[src/rtl/board_controller_pkg.sv]
// ---------------------------------------------------------------------------
// board_controller_pkg
// Shared chess definitions for the board controller and the display unit:
// piece codes, colour constants, select/move FSM encodings, back-rank piece
// order, push-button indices and the reset board image.
// ---------------------------------------------------------------------------
package board_controller_pkg;

  // Piece codes (low three bits of a square nibble)
  localparam logic [2:0] PIECE_NONE   = 3'd0;
  localparam logic [2:0] PIECE_PAWN   = 3'd1;
  localparam logic [2:0] PIECE_KNIGHT = 3'd2;
  localparam logic [2:0] PIECE_BISHOP = 3'd3;
  localparam logic [2:0] PIECE_ROOK   = 3'd4;
  localparam logic [2:0] PIECE_QUEEN  = 3'd5;
  localparam logic [2:0] PIECE_KING   = 3'd6;

  // Colour (bit 3 of a square nibble, also the TURN encoding)
  localparam logic COLOR_WHITE = 1'b0;
  localparam logic COLOR_BLACK = 1'b1;

  // Cursor starts on the white king square: row 7, col 4
  localparam logic [5:0] CURSOR_RESET = 6'd60;

  // Indices of the conditioned buttons inside the press vector
  localparam int BTN_IDX_UP     = 0;
  localparam int BTN_IDX_DOWN   = 1;
  localparam int BTN_IDX_LEFT   = 2;
  localparam int BTN_IDX_RIGHT  = 3;
  localparam int BTN_IDX_CENTER = 4;
  localparam int BTN_COUNT      = 5;

  typedef enum logic [1:0] {
    ST_IDLE     = 2'd0,
    ST_SELECTED = 2'd1,
    ST_COMMIT   = 2'd2
  } state_e;

  // Back-rank piece order, column 0 to 7: R N B Q K B N R
  function automatic logic [2:0] back_rank_piece(input logic [2:0] col);
    logic [2:0] piece;
    case (col)
      3'd0:    piece = PIECE_ROOK;
      3'd1:    piece = PIECE_KNIGHT;
      3'd2:    piece = PIECE_BISHOP;
      3'd3:    piece = PIECE_QUEEN;
      3'd4:    piece = PIECE_KING;
      3'd5:    piece = PIECE_BISHOP;
      3'd6:    piece = PIECE_KNIGHT;
      3'd7:    piece = PIECE_ROOK;
      default: piece = PIECE_NONE;
    endcase
    return piece;
  endfunction

  // Starting position; square a lives in bits [a*4+3 : a*4]
  function automatic logic [255:0] initial_board();
    logic [255:0] b;
    b = 256'd0;
    for (int c = 0; c < 8; c++) begin
      b[c*4 +: 4]        = {COLOR_BLACK, back_rank_piece(3'(c))};
      b[(8 + c)*4 +: 4]  = {COLOR_BLACK, PIECE_PAWN};
      b[(48 + c)*4 +: 4] = {COLOR_WHITE, PIECE_PAWN};
      b[(56 + c)*4 +: 4] = {COLOR_WHITE, back_rank_piece(3'(c))};
    end
    return b;
  endfunction

endpackage

[src/rtl/board_controller_button_conditioner.sv]
// ---------------------------------------------------------------------------
// button_conditioner
// Conditions one raw push-button: 2-FF synchroniser, debounce counter and
// rising-edge detector.
//   clk    : system clock
//   rst_n  : asynchronous active-low reset (deassertion already synchronised)
//   btn    : raw asynchronous button, active-high
//   level  : debounced button level
//   press  : one-cycle registered pulse on each debounced rising edge
// Latency from a stable raw high to press: DEBOUNCE_CYCLES + 3 cycles.
// ---------------------------------------------------------------------------
module button_conditioner #(
  parameter int DEBOUNCE_CYCLES = 1_000_000
) (
  input  logic clk,
  input  logic rst_n,
  input  logic btn,
  output logic level,
  output logic press
);

  localparam int CW = (DEBOUNCE_CYCLES > 2) ? $clog2(DEBOUNCE_CYCLES) : 1;
  localparam logic [CW-1:0] CNT_LAST = CW'(DEBOUNCE_CYCLES - 1);

  logic          sync1_r;
  logic          sync2_r;
  logic          level_r;
  logic          level_d_r;
  logic          press_r;
  logic [CW-1:0] cnt_r;

  // Two-flop synchroniser for the asynchronous button input
  always_ff @(posedge clk or negedge rst_n) begin
    if (!rst_n) begin
      sync1_r <= 1'b0;
      sync2_r <= 1'b0;
    end else begin
      sync1_r <= btn;
      sync2_r <= sync1_r;
    end
  end

  // Debounce: the level flips on the DEBOUNCE_CYCLES-th consecutive
  // disagreeing cycle; any agreeing cycle restarts the count
  always_ff @(posedge clk or negedge rst_n) begin
    if (!rst_n) begin
      level_r <= 1'b0;
      cnt_r   <= '0;
    end else if (sync2_r == level_r) begin
      cnt_r   <= '0;
    end else if (cnt_r == CNT_LAST) begin
      level_r <= ~level_r;
      cnt_r   <= '0;
    end else begin
      cnt_r   <= cnt_r + 1'b1;
    end
  end

  // Registered rising-edge detector; releases produce no pulse
  always_ff @(posedge clk or negedge rst_n) begin
    if (!rst_n) begin
      level_d_r <= 1'b0;
      press_r   <= 1'b0;
    end else begin
      level_d_r <= level_r;
      press_r   <= level_r & ~level_d_r;
    end
  end

  assign level = level_r;
  assign press = press_r;

endmodule

[src/rtl/board_controller.sv]
// ---------------------------------------------------------------------------
// board_controller
// Player-input and game-state stage feeding the VGA display unit.
//   clk          : system clock (shared with the display unit)
//   rst          : asynchronous active-low reset, deassertion synchronised here
//   BTN_*        : raw push-buttons, active-high
//   BOARD        : 64 squares x 4 bits {colour, piece}
//   CURSOR_ADDR  : {row, col} of the cursor, row 0 = black side
//   SELECT_ADDR  : selected square
//   SELECT_EN    : a selection is active
//   TURN         : side to move (0 white, 1 black)
//   MOVE_DONE    : one-cycle pulse after a move is committed
// ---------------------------------------------------------------------------
module board_controller
  import board_controller_pkg::*;
#(
  parameter int DEBOUNCE_CYCLES = 1_000_000
) (
  input  logic         clk,
  input  logic         rst,
  input  logic         BTN_UP,
  input  logic         BTN_DOWN,
  input  logic         BTN_LEFT,
  input  logic         BTN_RIGHT,
  input  logic         BTN_CENTER,
  output logic [255:0] BOARD,
  output logic [5:0]   CURSOR_ADDR,
  output logic [5:0]   SELECT_ADDR,
  output logic         SELECT_EN,
  output logic         TURN,
  output logic         MOVE_DONE
);

  logic [1:0]           rst_sync_r;
  logic                 rst_n_s;
  logic [BTN_COUNT-1:0] raw_s;
  logic [BTN_COUNT-1:0] press_s;
  logic [BTN_COUNT-1:0] btn_level_unused_s;

  logic                 act_center_s;
  logic                 act_up_s;
  logic                 act_down_s;
  logic                 act_left_s;
  logic                 act_right_s;

  state_e               state_r;
  state_e               state_next_s;
  logic [2:0]           cursor_row_r;
  logic [2:0]           cursor_col_r;
  logic [5:0]           cursor_addr_s;
  logic [5:0]           select_addr_r;
  logic                 select_en_r;
  logic                 select_en_next_s;
  logic                 select_load_s;
  logic [5:0]           dest_r;
  logic                 dest_load_s;
  logic                 commit_s;
  logic                 turn_r;
  logic                 move_done_r;
  logic [255:0]         board_r;
  logic [255:0]         board_next_s;
  logic [3:0]           cursor_sq_s;
  logic [3:0]           source_sq_s;
  logic                 own_piece_s;

  // Reset synchroniser: asynchronous assertion, clocked release
  always_ff @(posedge clk or negedge rst) begin
    if (!rst) begin
      rst_sync_r <= 2'b00;
    end else begin
      rst_sync_r <= {rst_sync_r[0], 1'b1};
    end
  end

  assign rst_n_s = rst_sync_r[1];

  assign raw_s = {BTN_CENTER, BTN_RIGHT, BTN_LEFT, BTN_DOWN, BTN_UP};

  for (genvar i = 0; i < BTN_COUNT; i++) begin : g_btn
    button_conditioner #(
      .DEBOUNCE_CYCLES(DEBOUNCE_CYCLES)
    ) u_cond (
      .clk   (clk),
      .rst_n (rst_n_s),
      .btn   (raw_s[i]),
      .level (btn_level_unused_s[i]),
      .press (press_s[i])
    );
  end

  // Single-action arbitration: CENTER > UP > DOWN > LEFT > RIGHT; nothing
  // acts during COMMIT and losing pulses are simply dropped
  always_comb begin
    act_center_s = 1'b0;
    act_up_s     = 1'b0;
    act_down_s   = 1'b0;
    act_left_s   = 1'b0;
    act_right_s  = 1'b0;
    if (state_r == ST_COMMIT) begin
      act_center_s = 1'b0;
    end else if (press_s[BTN_IDX_CENTER]) begin
      act_center_s = 1'b1;
    end else if (press_s[BTN_IDX_UP]) begin
      act_up_s = 1'b1;
    end else if (press_s[BTN_IDX_DOWN]) begin
      act_down_s = 1'b1;
    end else if (press_s[BTN_IDX_LEFT]) begin
      act_left_s = 1'b1;
    end else if (press_s[BTN_IDX_RIGHT]) begin
      act_right_s = 1'b1;
    end else begin
      act_center_s = 1'b0;
    end
  end

  assign cursor_addr_s = {cursor_row_r, cursor_col_r};
  assign cursor_sq_s   = board_r[{cursor_addr_s, 2'b00} +: 4];
  assign source_sq_s   = board_r[{select_addr_r, 2'b00} +: 4];
  assign own_piece_s   = (cursor_sq_s[2:0] != PIECE_NONE) && (cursor_sq_s[3] == turn_r);

  // Cursor registers: 3-bit wrap-around on the moved axis only
  always_ff @(posedge clk or negedge rst_n_s) begin
    if (!rst_n_s) begin
      cursor_row_r <= CURSOR_RESET[5:3];
      cursor_col_r <= CURSOR_RESET[2:0];
    end else if (act_up_s) begin
      cursor_row_r <= cursor_row_r - 3'd1;
    end else if (act_down_s) begin
      cursor_row_r <= cursor_row_r + 3'd1;
    end else if (act_left_s) begin
      cursor_col_r <= cursor_col_r - 3'd1;
    end else if (act_right_s) begin
      cursor_col_r <= cursor_col_r + 3'd1;
    end else begin
      cursor_row_r <= cursor_row_r;
      cursor_col_r <= cursor_col_r;
    end
  end

  // Select/move FSM next-state and control decode
  always_comb begin
    state_next_s     = state_r;
    select_en_next_s = select_en_r;
    select_load_s    = 1'b0;
    dest_load_s      = 1'b0;
    commit_s         = 1'b0;
    case (state_r)
      ST_IDLE: begin
        if (act_center_s && own_piece_s) begin
          select_load_s    = 1'b1;
          select_en_next_s = 1'b1;
          state_next_s     = ST_SELECTED;
        end else begin
          state_next_s     = ST_IDLE;
        end
      end
      ST_SELECTED: begin
        if (!act_center_s) begin
          state_next_s     = ST_SELECTED;
        end else if (cursor_addr_s == select_addr_r) begin
          select_en_next_s = 1'b0;
          state_next_s     = ST_IDLE;
        end else if (own_piece_s) begin
          select_load_s    = 1'b1;
        end else begin
          dest_load_s      = 1'b1;
          state_next_s     = ST_COMMIT;
        end
      end
      ST_COMMIT: begin
        commit_s         = 1'b1;
        select_en_next_s = 1'b0;
        state_next_s     = ST_IDLE;
      end
      default: begin
        select_en_next_s = 1'b0;
        state_next_s     = ST_IDLE;
      end
    endcase
  end

  // Board update on the COMMIT edge: source nibble moves, source cleared
  always_comb begin
    board_next_s = board_r;
    if (commit_s) begin
      board_next_s[{dest_r, 2'b00} +: 4]        = source_sq_s;
      board_next_s[{select_addr_r, 2'b00} +: 4] = 4'b0000;
    end else begin
      board_next_s = board_r;
    end
  end

  // FSM state, selection, destination, turn and board registers
  always_ff @(posedge clk or negedge rst_n_s) begin
    if (!rst_n_s) begin
      state_r       <= ST_IDLE;
      select_addr_r <= 6'd0;
      select_en_r   <= 1'b0;
      dest_r        <= 6'd0;
      turn_r        <= COLOR_WHITE;
      move_done_r   <= 1'b0;
      board_r       <= initial_board();
    end else begin
      state_r       <= state_next_s;
      select_en_r   <= select_en_next_s;
      move_done_r   <= commit_s;
      board_r       <= board_next_s;
      if (select_load_s) begin
        select_addr_r <= cursor_addr_s;
      end else begin
        select_addr_r <= select_addr_r;
      end
      if (dest_load_s) begin
        dest_r <= cursor_addr_s;
      end else begin
        dest_r <= dest_r;
      end
      if (commit_s) begin
        turn_r <= ~turn_r;
      end else begin
        turn_r <= turn_r;
      end
    end
  end

  assign BOARD       = board_r;
  assign CURSOR_ADDR = cursor_addr_s;
  assign SELECT_ADDR = select_addr_r;
  assign SELECT_EN   = select_en_r;
  assign TURN        = turn_r;
  assign MOVE_DONE   = move_done_r;

endmodule

[config.mk]
export PLATFORM = sky130hd
export DESIGN_NAME = board_controller
export DESIGN_NICKNAME = d
export VERILOG_FILES = /design/src/rtl/board_controller_pkg.sv /design/src/rtl/board_controller_button_conditioner.sv /design/src/rtl/board_controller.sv
export SDC_FILE = /design/constraint.sdc
export NUM_CORES = 1
export LEC_CHECK = 0
export CAP_MARGIN = 0
export CORE_MARGIN = 2
export CORE_UTILIZATION = 50
export CTS_CLUSTER_DIAMETER = 150
export DETAILED_ROUTE_END_ITERATION = 12
export PLACE_DENSITY_LB_ADDON = 0.25
export SLEW_MARGIN = 40
export SYNTH_ARGS = -nofsm -noshare
export SYNTH_HDL_FRONTEND = slang
export SYNTH_SLANG_ARGS = --single-unit
[constraint.sdc]
create_clock -name clk -period 13.3 [get_ports clk]
set_input_delay 2.66 -clock clk [delete_from_list [all_inputs] [get_ports clk]]
set_output_delay 2.66 -clock clk [all_outputs]
set_load 0.005 [all_outputs]
==> results_dict.tcl, run 1 <==
set metrics [dict create \
    status "finished clean" \
    fmax_ghz 0.203 \
    power_leakage_nw 10.1 \
    slowest_stage "clkdlybuf4s50_1" \
    die_x_um 211 \
    cts_buffer_depth 3 \
    hold_end "g_btn[1].u_cond.sync2_r$_DFF_PN0_" \
    area_delta_synth_final_pct 22.6 \
    nFillCells 3401 \
    peakVddDrop_mv 0.0816 \
    yosys.area.top_type "dfrtp_1" \
    hold_depth 0 \
    setup_viol 0 \
    ios 278 \
    vias 18800 \
    synth_warnings 0 \
    syn_area_mm2 0.0213 \
    maxCapViolations 0 \
    layout_common_cells "371 x nor2_1, 340 x dfrtp_1, 277 x clkdlybuf4s50_1" \
    path_class "flop to output pin" \
    fin_nets 2295 \
    initial_core_util 0.507 \
    synth_top_flop_cell "dfrtp_1" \
    drive_gt1_frac 0.119 \
    synthArstFlopShare 1.00 \
    cts_setup_buffers 0 \
    cp-start-kind "flop" \
    cts.sinks 406 \
    r2r_start "SELECT_ADDR[1]$_DFFE_PN0P_" \
    ys_seq_elements 406 \
    gp_congestion 1.04 \
    chipHeight_um 211 \
    setup_tns_ns 0 \
    path_delay_family "buffers and inverters" \
    clkTransAtPathRegs_ns 0.06 \
    globalRoute.totalOverflow 0 \
    grt_pass1_vias 18200 \
    r2r-end "BOARD[53]$_DFFE_PN0P_" \
    worstSetupEndpointType "output pin" \
    cts_tree "yes" \
    cts_resized 0 \
    crit_buf_inv 2 \
    synth-seq-area-share 0.480 \
    antenna_found_initial 1 \
    core_mm2 0.0420 \
    avgRoutedWirePerCell_um 28.0 \
    post-dp-hpwl_mm 56.2 \
    synthesis.nets 2052 \
    first_iter_violations 2334 \
    totalWireLength_mm 79.8 \
    final_common_cell "nor2_1" \
    finalClockSkew_ns 0.0216 \
    cts_buffers 44 \
    io_buffer_count 277 \
    synth-edff-count 0 \
    synth_top_area_frac 0.406 \
    slowest_delay_ns 0.63 \
    h-tree-depth 2 \
    r2r_setup_slack_ns 8.67 \
    multi_input_area_mm2 0.0106 \
    grt_first_pass_wirelength_mm 118 \
    drv_slew 0 \
    register_area_mm2 0.0103 \
    worst_slew_pin_slew_ns 0.972 \
    r2r_cells 9 \
    synthTopCellsByArea "dfrtp_1 41%, mux4_2 8.4%, dfstp_2 7.4%, nor2_1 6.6%, mux2i_1 5.4%" \
    cp_cell_sequence "buf_4 -> clkdlybuf4s50_1" \
    first_pass_iters 6 \
    crit_fanout 30 \
    period_needed_ns 4.94 \
    vias_per_cell 6.60 \
    final_hold_viol_count 0 \
    period_share 0.371 \
    rows 75 \
    cts-root-buf "clkbuf_16" \
    drc_errors 0 \
    ant_nets 0 \
    syn_inst 2034 \
    postSynthAreaPerCell_um2 10.5 \
    critPathArrivalTime_ns 2.28 \
    grt_use_total 0.360 \
    required_ns 10.64 \
    maxSlewHeadroom 0.348 \
    dp.cells 2769 \
    grt_max_degree 133 \
    holdBufCountCts 0 \
    rsz0062_at_grt "false" \
    yosysUniqueCellTypes 65 \
    hold_path.startpoint "g_btn[1].u_cond.sync1_r$_DFF_PN0_" \
    hold_class "flop to flop" \
    die_area_mm2 0.0443 \
    instances_no_fill 2852 \
    worstSkewPairLatency_ns 0.59 \
    powerDensity_mw_per_mm2 97.7 \
]
==> routing by layer <==
layer | share of wire | track usage | vias up
li1 | - | - | 7950
met1 | 0.38 | 0.483 | 9241
met2 | 0.44 | 0.536 | 1331
met3 | 0.12 | 0.103 | 309
met4 | 0.058 | 0.184 | 2
met5 | 0.00011 | 0 | -
==> area by class of cell <==
type | instances | share of cell area
multi-input combinational | 1498 | 0.407
sequential | 406 | 0.392
inverter | 28 | 0.00402
tap | 539 | 0.0258
clock buffer | 65 | 0.0478
timing repair buffer | 299 | 0.115
clock inverter | 16 | 0.00852
antenna | 1 | 0.0000958
==> state kept, by name, summed over array words and instances, names as in the netlist <==
signal                  count
SELECT_ADDR                 6
state_r                     2
g_btn.u_cond.sync1_r        5
BOARD                     256
cursor_row_r                3
g_btn.u_cond.sync2_r        5
MOVE_DONE                   1
cursor_col_r                3
SELECT_EN                   1
TURN                        1
rst_sync_r                  2
g_btn.u_cond.cnt_r        100
dest_r                      6
g_btn.u_cond.level          5
g_btn.u_cond.press          5
g_btn.u_cond.level_d_r      5
==> where the power goes <==
| group | total [mW] | switching [mW] | internal, mW |
|---|---|---|---|
| clock | 1.27 | 0.516 | 0.750 |
| combinational | 0.0371 | 0.0291 | 0.00798 |
| sequential | 1.25 | 0.00708 | 1.24 |
| total | 2.55 | 0.552 | 2.00 |
==> worst max path at each step <==
stage / startpoint / end / slack [ns] / cells after the start
after floorplan: rst_sync_r[1]$_DFF_PN0_ / BOARD[0]$_DFFE_PN0P_ / 1.25 / 0
after global placement: SELECT_ADDR[0]$_DFFE_PN0P_ / BOARD[182]$_DFFE_PN0P_ / 8.17 / 9
after detailed placement: SELECT_ADDR[0]$_DFFE_PN0P_ / BOARD[117]$_DFFE_PN0P_ / 8.21 / 8
after CTS: SELECT_ADDR[0]$_DFFE_PN0P_ / BOARD[53]$_DFFE_PN0P_ / 8.17 / 8
after global routing: SELECT_ADDR[1]$_DFFE_PN0P_ / SELECT_ADDR[1] / 8.36 / 2
final: SELECT_ADDR[2]$_DFFE_PN0P_ / SELECT_ADDR[2] / 8.36 / 2
==> cell usage after synthesis, types with 10 or more instances <==
cell type,instances
mux2_2,13
or3_1,18
a211oi_1,63
nor3_1,54
buf_2,27
dfrtp_1,346
xor2_1,54
inv_1,26
nor4_1,27
dfstp_2,60
o221ai_1,22
and3_1,32
o21ai_0,74
mux2i_1,116
nor2_1,375
nor2b_1,15
nor4b_1,16
clkbuf_1,64
nand4_1,14
a22o_1,75
nand3_1,62
a21oi_1,99
and2_1,10
nand2_1,119
xnor2_1,54
mux4_2,80
==> per-stage QoR <==
| stage | power, mW | util | hold WS, ns | setup slack, ns | cell area (um^2) |
|---|---|---|---|---|---|
| 6_report | 2.55 | 0.622 | 0.343 | 8.36 | 26100 |
| 3_3_place_gp | 1.31 | 0.584 | 0.335 | 8.17 | 24600 |
| 3_5_place_dp | 1.31 | 0.586 | 0.335 | 8.21 | 24600 |
| 5_1_grt | 2.62 | 0.622 | 0.361 | 8.36 | 26100 |
| 4_1_cts | 2.56 | 0.621 | 0.348 | 8.17 | 26100 |
| 2_1_floorplan | 1.29 | - | 0.331 | 1.25 | 21300 |
==> cells by family after synthesis <==
kind of cell             Yosys count  share of synthesized area
multiplexers                     212                      0.150
flip-flops                       406                      0.480
XOR/XNOR                         108                     0.0444
buffers and inverters            130                     0.0259
adder cells (fa/ha/maj)           11                    0.00716
AO/OA/AOI/OAI                    388                      0.125
AND/OR/NAND/NOR                  778                      0.168
other                              1                   0.000176
==> worst register-to-register path, stage by stage (launching register included) <==
cell and delay [ns]:
dfrtp_2 0.34, buf_4 0.65, or2_2 0.53, o221ai_1 0.22, o22ai_1 0.42, nor4_1 0.14
a211oi_4 0.17, buf_4 0.62, clkinv_1 0.92, a22o_1 0.48
(Power assumes the default switching activity.)
==> inputs of run 2 (changes only) <==
==> constraint.sdc (replaced) <==
create_clock -name clk -period 5 [get_ports clk]
set_input_delay 1 -clock clk [delete_from_list [all_inputs] [get_ports clk]]
set_output_delay 1 -clock clk [all_outputs]
set_load 0.005 [all_outputs]
==> run 2 against run 1 <==
Combinational power grew to 2.7 times the previous value; first-iteration DRC count is 16% lower; count of clock-buffer cells in the layout is 2 lower; critical path depth is 5 higher; worst hold slack worse by 0.031 ns; cell area is 0.75% higher; die area stayed put.
==> results_dict.tcl, run 2 (synthesized netlist as in run 1, its figures left out) <==
set metrics [dict create \
    setup_viol 0 \
    cts_resized 0 \
    status "finished clean" \
    worstSkewPairLatency_ns 0.59 \
    period_share 0.826 \
    first_iter_violations 1966 \
    drc_errors 0 \
    antenna_found_initial 0 \
    core_mm2 0.0420 \
    clkTransAtPathRegs_ns 0.06 \
    drv_slew 0 \
    peakVddDrop_mv 0.279 \
    final_hold_viol_count 0 \
    final_common_cell "nor2_1" \
    chipHeight_um 211 \
    avgRoutedWirePerCell_um 27.9 \
    finish.utilization 0.626 \
    cts.sinks 406 \
    maxCapViolations 0 \
    vias_per_cell 6.65 \
    worstSetupEndpointType "flop" \
    cts_setup_buffers 0 \
    crit_fanout 51 \
    cts_buffers 44 \
    grt_max_degree 104 \
    critPathArrivalTime_ns 4.59 \
    die_area_mm2 0.0443 \
    gp_congestion 1.02 \
    drive_gt1_frac 0.126 \
    cts-root-buf "clkbuf_16" \
    r2r-end "dest_r[4]$_DFFE_PN0P_" \
    grt_first_pass_wirelength_mm 119 \
    hold_class "flop to async pin" \
    fin_nets 2308 \
    post-dp-hpwl_mm 56.9 \
    totalWireLength_mm 80.0 \
    r2r_cells 7 \
    initial_core_util 0.507 \
    io_buffer_count 277 \
    holdBufCountCts 0 \
    multi_input_area_mm2 0.0106 \
    h-tree-depth 2 \
    cts_tree "yes" \
    finalPower_mw 6.98 \
    post_dp_cell_area_mm2 0.0247 \
    design_area_mm2 0.0263 \
    vias 19100 \
    rsz0062_at_grt "false" \
    layout_common_cells "371 x nor2_1, 339 x dfrtp_1, 277 x clkdlybuf4s50_1" \
    crit_path_end "dest_r[4]$_DFFE_PN0P_" \
    cp-startpoint "cursor_col_r[0]$_DFFE_PN0P_" \
    finalClockSkew_ns 0.0225 \
    nFillCells 3457 \
    worst_slew_pin_slew_ns 0.926 \
    path_class "flop to flop" \
    r2r_start "cursor_col_r[0]$_DFFE_PN0P_" \
    ant_nets 0 \
    area_delta_synth_final_pct 23.5 \
    setup_tns_ns 0 \
    rows 75 \
    grt_use_total 0.362 \
    first_pass_iters 6 \
    maxSlewHeadroom 0.381 \
    cp-start-kind "flop" \
    globalRoute.totalOverflow 0 \
    powerDensity_mw_per_mm2 265 \
    die_x_um 211 \
    largest_reg_flops 256 \
    ios 278 \
    required_ns 5.47 \
    r2r_setup_slack_ns 0.87 \
    power_leakage_nw 10.2 \
    register_area_mm2 0.0103 \
    grt_pass1_vias 18600 \
    fmax_ghz 0.242 \
    cts_buffer_depth 3 \
    period_needed_ns 4.13 \
]
[run 2: cell types whose count changed in the layout (fill, tap and decap cells not counted), sizes merged]
cell	before	now
clkinv	11	8
clkbuf	65	63
bufinv	5	7
buf	22	35
clkinvlp	1	4
inv	27	26
[run 2: layer usage]
| layer | wire (um) | vias to the layer above | track usage |
|---|---|---|---|
| li1 | - | 7951 | - |
| met1 | 30500 | 9466 | 0.485 |
| met2 | 35200 | 1346 | 0.547 |
| met3 | 9360 | 289 | 0.0934 |
| met4 | 4950 | 0 | 0.189 |
| met5 | 0 | - | 0 |
[run 2: worst min path at each step]
stage                                           to                              start  slack [ns]  depth (start not counted)
2_1_floorplan    g_btn[0].u_cond.sync2_r$_DFF_PN0_  g_btn[0].u_cond.sync1_r$_DFF_PN0_        0.33                          0
3_3_place_gp               rst_sync_r[1]$_DFF_PN0_            rst_sync_r[0]$_DFF_PN0_        0.33                          0
3_5_place_dp   g_btn[3].u_cond.cnt_r[13]$_DFF_PN0_            rst_sync_r[1]$_DFF_PN0_        0.32                          0
4_1_cts        g_btn[3].u_cond.cnt_r[13]$_DFF_PN0_            rst_sync_r[1]$_DFF_PN0_        0.33                          0
5_1_grt        g_btn[3].u_cond.cnt_r[17]$_DFF_PN0_            rst_sync_r[1]$_DFF_PN0_        0.36                          0
6_report                     BOARD[41]$_DFFE_PN0P_            rst_sync_r[1]$_DFF_PN0_        0.31                          0
[run 2: power breakdown]
group          leakage (nW)  internal [mW]  total (mW)  switching [mW]
registers              5.40           3.30        3.32          0.0176
clock network         0.759           2.16        3.56            1.40
logic                  4.06         0.0231       0.101          0.0782
[run 2: cell type report]
cell class	count	area share
multi-input combinational	1498	0.403
sequential	406	0.389
timing repair buffer	312	0.118
clock buffer	63	0.0491
tap	539	0.0256
clock inverter	17	0.0104
inverter	28	0.00399
antenna	1	0.0000950
[run 2: critical path, stage by stage (launching register included)]
cell	delay, ns
dfrtp_4	0.93
mux4_2	0.62
mux4_2	0.50
nor4_1	0.49
buf_4	0.24
o31ai_2	0.12
a2111oi_4	0.64
mux2_2	0.40
[run 2: per-stage QoR]
step           cells  hold slack (ns)  worst slack [ns]
2_1_floorplan   2034            0.331              1.05
3_3_place_gp    2780            0.335             0.911
3_5_place_dp    2782            0.323             0.916
4_1_cts         2862            0.329             0.878
5_1_grt         2863            0.357             0.796
6_report        2864            0.312             0.872
